$ cat config.mk
export PLATFORM = sky130hd
export DESIGN_NAME = seq_chk_lane
export DESIGN_NICKNAME = d
export VERILOG_FILES = /design/src/rtl/seq_chk_pkg.sv /design/src/rtl/seq_chk_lane.sv
export SDC_FILE = /design/constraint.sdc
export NUM_CORES = 1
export LEC_CHECK = 0
export BUFFER_PORTS_ARGS = -buffer_cell sky130_fd_sc_hd__buf_4
export CAP_MARGIN = 5
export CORE_ASPECT_RATIO = 0.6
export CORE_MARGIN = 5
export CORE_UTILIZATION = 30
export CTS_BUF_LIST = sky130_fd_sc_hd__clkbuf_2 sky130_fd_sc_hd__clkbuf_4 sky130_fd_sc_hd__clkbuf_8
export DETAILED_ROUTE_END_ITERATION = 8
export PLACE_DENSITY = 0.6
export SYNTH_ARGS = -nofsm -noshare
export SYNTH_HDL_FRONTEND = slang
export SYNTH_SLANG_ARGS = --single-unit
$ cat constraint.sdc
create_clock -name clk -period 2.43 [get_ports clk]
set_input_delay 0.243 -clock clk [delete_from_list [all_inputs] [get_ports clk]]
set_output_delay 0.243 -clock clk [all_outputs]
set_load 0.02 [all_outputs]
$ cat src/rtl/seq_chk_pkg.sv
// Shared types and limits for the delayed-implication checker.
// Provides the comparison mode enum and channel/delay bounds.
package seq_chk_pkg;

  typedef enum logic [1:0] {
    CMP_GT,
    CMP_GE,
    CMP_EQ,
    CMP_NE
  } cmp_mode_e;

  localparam int unsigned MAX_NCH   = 16;
  localparam int unsigned MAX_DELAY = 15;

endpackage

$ cat src/rtl/seq_chk_lane.sv
// One checker channel: obligation shift register, comparator, counter.
// Ports: clk, rst_n, en, clr, trig, a, b -> fail_now, fail, pending, cnt.
module seq_chk_lane
  import seq_chk_pkg::*;
#(
  parameter int        W     = 32,
  parameter int        DELAY = 1,
  parameter cmp_mode_e MODE  = CMP_GT,
  parameter int        CW    = 8
) (
  input  logic          clk,
  input  logic          rst_n,
  input  logic          en,
  input  logic          clr,
  input  logic          trig,
  input  logic [W-1:0]  a,
  input  logic [W-1:0]  b,
  output logic          fail_now,
  output logic          fail,
  output logic          pending,
  output logic [CW-1:0] cnt
);

  logic [DELAY-1:0] sr;
  logic [DELAY-1:0] sr_nx;
  logic             ok;
  logic             check;

  if (DELAY == 1) begin : g_d1
    assign sr_nx = trig;
  end else begin : g_dn
    assign sr_nx = {sr[DELAY-2:0], trig};
  end

  always_comb begin
    ok = 1'b0;
    unique case (MODE)
      CMP_GT: ok = (a > b);
      CMP_GE: ok = (a >= b);
      CMP_EQ: ok = (a == b);
      CMP_NE: ok = (a != b);
      default: ok = 1'b0;
    endcase
  end

  // Only an obligation actually leaving the last stage is evaluated.
  assign check    = en & sr[DELAY-1];
  assign fail_now = check & ~ok & ~clr;
  assign pending  = |sr;

  always_ff @(posedge clk or negedge rst_n) begin
    if (!rst_n) begin
      sr   <= '0;
      fail <= 1'b0;
      cnt  <= '0;
    end else if (clr) begin
      sr   <= '0;
      fail <= 1'b0;
      cnt  <= '0;
    end else begin
      if (en) sr <= sr_nx;
      fail <= fail_now;
      if (fail_now && (cnt != '1))
        cnt <= cnt + CW'(1);
    end
  end

endmodule

# Yosys cells after proc, flatten, opt, wreduce, memory -nomap -nowiden
# Index checks and enable logic that the tools add are counted.
# word_totals
ff_bits,10
input_bits,69
out_inout_bits,11
elab_cells,19
# op_classes
addsub,1
n_lt_le_gt_ge,1
n_eq_ne,1
n_mux,5
bitwise,5
reduce_logical,3
# op_table
op,n
32-bit > comparator,1
8-bit 2-to-1 mux,2
"8-bit by 1-bit adder with 8-bit output, second input constant",1
"8-bit inequality test, second input constant",1
2-bit nonzero test,2
1-bit bitwise AND,3
1-bit 2-to-1 mux,3
1-bit NOT,2
1-bit logical AND,1

# Depth between registers and ports, before layout
# Gate-level depths: netlist of run 1.
# logic_depth
word_depth,7
mapped_depth,10
depth_no_buf,9

# Worst setup path after synthesis of run 1
# Ideal clock, no wire load.
# synth_timing
path_type,input-to-reg
start,input port b[14]
end,register cnt[0]
setup_ns,0.127
arrival_ns,2.134
t_required_ns,2.303
setup_slack_ns,0.169
cell_stages,10
path_buffers,1
path_cell_list,inv_1 ha_1 a21oi_1 nand2_1 a22o_1 or4_1 a22oi_2 buf_6 and3_4 mux2_1
# synth_between
elab_chain_len,6
# synth_rtl
element,line,source
start: declaration,seq_chk_lane.sv:17,"input logic [W-1:0] b,"
32-bit > comparator,seq_chk_lane.sv:38,CMP_GT: ok = (a > b);
1-bit NOT,seq_chk_lane.sv:48,assign fail_now = check & ~ok & ~clr;
1-bit bitwise AND (2 in series),seq_chk_lane.sv:48,
1-bit logical AND,seq_chk_lane.sv:63,if (fail_now && (cnt != '1))
2-bit nonzero test (no line),-,
end signal: assignment,seq_chk_lane.sv:64,cnt <= cnt + CW'(1);
end: declaration,seq_chk_lane.sv:21,output logic [CW-1:0] cnt
# Every way passes these cells.
# A chain may end at the register's enable or synchronous reset.

# Worst setup path after layout of run 1
# layout_timing
start,input port b[14]
end,output port fail_now
# layout_between
elab_chain_len,4
# layout_rtl
element,line,source
32-bit > comparator,seq_chk_lane.sv:38,
1-bit NOT,seq_chk_lane.sv:48,
1-bit bitwise AND (2 in series),seq_chk_lane.sv:48,
end: declaration,seq_chk_lane.sv:18,"output logic fail_now,"
# Every way passes these cells.

==> summary.md, run 1 <==
| Metric | Value |
|---|---|
| Total Routing Usage GR | 0.121 |
| Die H | about 63 um |
| Crit path DAT | between 2 and 2.5 ns |
| First-pass DRT Iterations | 4 |
| Post-synth top flop | dfrtp_1 |
| Fin. Hold Viols | 0 |
| Root buf cell | clkbuf_8 |
| EDFF count, synth | 0 |
| Sequential element share of the synthesized area | 0.179 |
| Post-synthesis async set-or-reset flop share | 1.00 |
| Max rail drop VDD | ~0.19 mV |
| Synth cell count leaders | ha_1, inv_1, a21oi_1, nand2_1, nor2_1 |
| Outcome | completed |
| Area grow syn2layout | 71.4% |
| H-tree depth | 1 |
| Initial antenna violation count | 0 |
| First-pass GRT wire length | around 6300 um |
| # rows | 19 |
| Worst setup SP type | primary input |
| CTS tree | done |
| Worst skew pair latency | 0.24 ns |
| Most common cell in the synthesized netlist | ha_1 |
| Cells after synthesis | ~170 |
| Routed vias | 1508 |
| Worst Slack Setup Final | ~0.027 ns |
| Slew HR | 0.790 |
| Clock buffer depth | 2 |
| IO Port Bufs | slightly below 80 |
| Pwr Total | 0.000641 W |
| Core Region | 4540 um2 |
| Netlist area before placement | roughly 1400 um2 |
| Top cell type's share of synthesized area | 0.295 |
| Ratio of cells with drive above 1 in the final layout | 0.475 |
| Flops & latches, synth | 10 |
| Synth Warn # | 0 |
| Hold WC Path Type | in2reg |
| Layout fillers | 437 |
| Crit. End Element | output port |
| Setup violations, final | 0 |
| Clk pin slew, worst setup/hold paths | around 0.040 ns |
| Vias per inst | approximately 4.6 |
| Power per cell area | around 270 nW/um2 |
| Final Max Tran Viols | 0 |
| Setup Skew | 0.00279 ns |
| DRC violations left | 0 |
| Routed WL per cell | 12.4 um |
| Worst Tran Pin Value | around 0.31 ns |
| HPWL after DPL | roughly 3500 um |
| Synth area leaders | ha_1, dfrtp_1, inv_1 |
| Antenna Cells | 0 |
| GRT Residual Overflow | 0 |
| Placed Instances | 320 |
| Die W | 98.1 um |
| # Max-Cap Violations | 0 |
| Worst Path Class, Setup | in2out |
| Leak Pwr | between 1 and 1.5 nW |
| Synth area leader | ha_1 |
| Final #Nets | 369 |
| Final wirelength | roughly 4000 um |
| Top Ports | 80 |
| RSZ-0062 raised after global routing | yes |
| Critical Path RT | ~2.2 ns |
| Number of global-route vias before repair | roughly 1300 |
| Die area | approximately 6000 um2 |
| Synth Net Count | roughly 280 |
| Fin cells | around 330 |
| Clock sink total | 10 |
| Crit path time final | between 2 and 2.5 ns |
| Initial drt markers | 60 |
| Netlist cell types | 35 |
| Pre-CTS WS | -0.0885 ns |
| Cts bufs inserted | 3 |
| Highest Clock Rate | approximately 420 MHz |
| Largest net degree at the start of global routing | 18 |
| Gpl congestion | approximately 0.8 |
| Critical Path Fanout Max | 4 |
| Fin crit share | 0.989 |
| Syn Area/Cell | 8.08 um2 |
| Starting Density | 0.308 |
| ANT nets after route | 0 |
[what timing repair did]
action | CTS | global route
hold endpoints to repair | 10 | 0
pin swaps | 0 | 14
gates resized for setup | 4 | 36
setup buffers | 0 | 4
hold buffers | 1 | 0
setup endpoints to repair | 1 | 1
[cells by family after synthesis]
| kind of cell | Yosys count | synth area share |
|---|---|---|
| simple gates | 58 | 0.239 |
| buf+inv | 35 | 0.0994 |
| fa+ha+maj | 33 | 0.295 |
| compound gates | 31 | 0.141 |
| flops | 10 | 0.179 |
| mux | 6 | 0.0466 |
[sequential cells by signal, indices dropped and copies added, names as in the netlist]
name / flops
cnt: 8
fail: 1
pending: 1
[stage by stage]
| stage | instance area (um2) | hold WS, ns | setup TNS, ns | util |
|---|---|---|---|---|
| floorplan | 1400 | -0.0526 | 0 | - |
| detailed placement | 2110 | 0.0824 | -0.346 | 0.465 |
| finish | 2390 | 0.280 | 0 | 0.527 |
| global route | 2390 | 0.307 | -0.112 | 0.527 |
| global placement | 2110 | 0.0829 | -0.418 | 0.465 |
| CTS | 2180 | 0.281 | 0 | 0.480 |
[worst max-delay path, cell delays in order]
cell,delay (ns)
buf_4,0.11
inv_2,0.06
ha_4,0.20
nand4_1,0.18
nor4_4,0.06
a21boi_2,0.15
or4_4,0.54
a22oi_2,0.17
buf_6,0.14
nand2_4,0.05
nor2_4,0.13
buf_6,0.13
[final cells by class]
type                    instances  area, um2  share of cell area
clock buffers                   3       41.3              0.0172
inverters                      32        133              0.0554
multi-input cells             128       1180               0.491
flip-flops and latches         10        250               0.104
well taps                      63       78.8              0.0329
repair buffers                 92        716               0.299
[worst paths after layout]
kind	from	cells after the start	end	slack, ns
worst max-delay path	b[14]	12	fail_now	0.03
worst min-delay path	trig	3	pending	0.28
worst max register to register	cnt[0]	6	cnt[2]	0.62
worst min register to register	pending	2	pending	0.57
max in group asynchronous	rst_n	2	pending	1.88
min in group asynchronous	rst_n	2	cnt[3]	0.40
[placed cells by master (no fill, tap or decap), types with 4 or more instances in the layout]
cell type   n
nand3_1     4
ha_1       24
inv_2       4
and4_1      4
dfrtp_1    10
nand2b_1    4
buf_4      85
buf_6       6
nand4_1     6
ha_4        9
nand2_1     9
inv_4       5
a21oi_1    15
inv_1      23
nor2b_1     5
nor2_1     10
[per-layer routing]
metal	GRT usage	up-vias	wire [um]
met5	0	-	0
met4	0.0207	0	32
met3	0.0435	5	369
met2	0.172	51	1700
met1	0.176	661	1970
li1	-	791	-
[report_power, final]
group,switching (W),total (W),internal [W]
Combinational,0.000126,0.000299,0.000173
Sequential,0.00000166,0.000171,0.000169
Clock,0.0000627,0.000171,0.000108
Total,0.000191,0.000641,0.000450
(Power assumes the default switching activity.)
==> inputs of run 2 (changes only) <==
--- a/config.mk
+++ b/config.mk
@@ -7,12 +7,14 @@
 export LEC_CHECK = 0
 export BUFFER_PORTS_ARGS = -buffer_cell sky130_fd_sc_hd__buf_4
 export CAP_MARGIN = 5
+export CELL_PAD_IN_SITES_DETAIL_PLACEMENT = 1
+export CELL_PAD_IN_SITES_GLOBAL_PLACEMENT = 1
 export CORE_ASPECT_RATIO = 0.6
 export CORE_MARGIN = 5
 export CORE_UTILIZATION = 30
 export CTS_BUF_LIST = sky130_fd_sc_hd__clkbuf_2 sky130_fd_sc_hd__clkbuf_4 sky130_fd_sc_hd__clkbuf_8
 export DETAILED_ROUTE_END_ITERATION = 8
-export PLACE_DENSITY = 0.6
+export PLACE_DENSITY = 0.81
 export SYNTH_ARGS = -nofsm -noshare
 export SYNTH_HDL_FRONTEND = slang
 export SYNTH_SLANG_ARGS = --single-unit
==> run 2 against run 1 <==
Compared with the run above: core utilization rose by 0.33 points; critical path depth unchanged; via count rose by 4.4%; combinational power rose by 2%; maximum frequency fell by 0.78%; clock power rose by 24%; wire length increased by 21%; sequential power about the same; first-iteration DRC count fell by 32%.
==> summary.md, run 2 (synthesized netlist as in run 1, its figures left out) <==
| Metric | Value |
|---|---|
| Worst Path Class, Setup | in2out |
| Hold WC Path Type | in2reg |
| Worst skew pair latency | approximately 0.24 ns |
| Worst Tran Pin Value | approximately 0.32 ns |
| Clock buffer depth | 2 |
| Vias per inst | about 4.8 |
| Crit path time final | around 2.4 ns |
| Leak Pwr | between 1 and 1.5 nW |
| Root buf cell | clkbuf_8 |
| Most common cell after layout, fill and taps aside | buf_4 |
| HPWL after DPL | about 4000 um |
| Worst Slack Setup Final | just under 0.008 ns |
| Number of global-route vias before repair | 1616 |
| GRT Residual Overflow | 0 |
| H-tree depth | 1 |
| Area grow syn2layout | 72.4% |
| Max rail drop VDD | between 0.2 and 0.3 mV |
| Critical Path RT | 2.19 ns |
| CP max stage delay | between 0.5 and 0.6 ns |
| # Max-Cap Violations | 0 |
| Crit. End Element | output port |
| Pre-CTS WS | -0.123 ns |
| Final wirelength | 4910 um |
| ANT nets after route | 0 |
| Die H | around 63 um |
| Outcome | completed |
| Setup violations, final | 0 |
| IO Port Bufs | 79 |
| Slowest stage cell, crit path | or4_4 |
| First-pass DRT Iterations | 4 |
| Final #Nets | roughly 370 |
| Highest Clock Rate | around 410 MHz |
| Final Max Tran Viols | 0 |
| Worst setup SP type | primary input |
| Fin crit share | 0.997 |
| Top Ports | 80 |
| RSZ-0062 raised after global routing | yes |
| Most frequent cells in the layout | buf_4, inv_1, ha_1 |
| Clk pin slew, worst setup/hold paths | 0.05 ns |
| Gpl congestion | 0.871 |
| Initial antenna violation count | 0 |
| Starting Density | 0.308 |
| Initial drt markers | 41 |
| Antenna Cells | 0 |
| Top reg by flops | cnt |
| Pwr Total | 0.000686 W |
| DRC violations left | 0 |
| Routed WL per cell | roughly 15 um |
| Crit path cell chain | buf_4 > inv_2 > ha_4 > nand4_1 > nor4_4 > a21boi_2 > or4_4 > a22oi_2 > buf_6 > nand2_4 > nor2_4 > buf_6 |
| Core Region | 4540 um2 |
| # rows | 19 |
| Total Routing Usage GR | 0.149 |
| Die area | 6170 um2 |
| Setup_tns | 0 ns |
| Cts bufs inserted | 3 |
| Fin. Hold Viols | 0 |
| Ratio of cells with drive above 1 in the final layout | 0.485 |
| First-pass GRT wire length | roughly 7500 um |
| Die W | a little under 100 um |
| Critical Path Fanout Max | 3 |
| Clock sink total | 10 |
| Crit path DAT | 2.18 ns |
| Largest net degree at the start of global routing | 18 |
| Routed vias | 1574 |
| CP most frequent cell | buf_6 |
| Power per cell area | around 280 nW/um2 |
| Max FFs per register | 8 |
| Setup Skew | about 0.0021 ns |
| CTS tree | done |
| Slew HR | 0.784 |
## run 2: cell count changes in the layout (fill, tap and decap cells not counted), sizes merged
cell,before,now
clkbuf,3,4
## run 2: worst paths after layout
check / startpoint / to / slack (ns) / cells after the start
worst max-delay path: b[14] / fail_now / 0.008 / 12
worst min-delay path: trig / pending / 0.25 / 3
worst max register to register: cnt[0] / cnt[4] / 0.58 / 6
worst min register to register: pending / pending / 0.55 / 2
max in group asynchronous: rst_n / cnt[5] / 1.91 / 2
min in group asynchronous: rst_n / cnt[4] / 0.38 / 2
## run 2: what timing repair did
action | CTS | global route
endpoints found under the setup margin | 1 | 5
pin swaps | 7 | 14
hold endpoints to repair | 10 | 0
resized for setup | 16 | 23
setup buffers | 3 | 3
hold buffers | 1 | 0
## run 2: layout make-up
type	count	area (um2)
clock buffer	4	55.1
fill	562	2130
inverter	32	125
multi-input combinational	128	1190
sequential	10	250
tap	63	78.8
timing repair buffer	92	708
## run 2: worst max-delay path, delay by kind of cell
kind | cells | cell delay (ns)
adder cells (fa/ha/maj) | 1 | 0.20
buffers and inverters | 4 | 0.44
AO/OA/AOI/OAI | 2 | 0.35
AND/OR/NAND/NOR | 5 | 0.95
## run 2: stage by stage
step | area (um2) | instances | util | hold WS [ns]
final | 2410 | 329 | 0.531 | 0.247
after global routing | 2410 | 329 | 0.531 | 0.291
after CTS | 2310 | 327 | 0.509 | 0.252
after detailed placement | 2110 | 320 | 0.465 | 0.0854
after global placement | 2110 | 320 | 0.465 | 0.0849
after floorplan | 1400 | 173 | - | -0.0526
## run 2: where the power goes
group          internal, W  switching, W  total (W)
logic             0.000171      0.000133   0.000304
clock network     0.000143     0.0000695   0.000212
registers         0.000169    0.00000172   0.000171
total             0.000482      0.000204   0.000686
## run 2: layer usage
metal	track usage	routed length, um	vias up
met5	0	0	-
li1	-	-	793
met1	0.196	2230	725
met2	0.246	2350	51
met4	0.0294	32	0
met3	0.0390	296	5
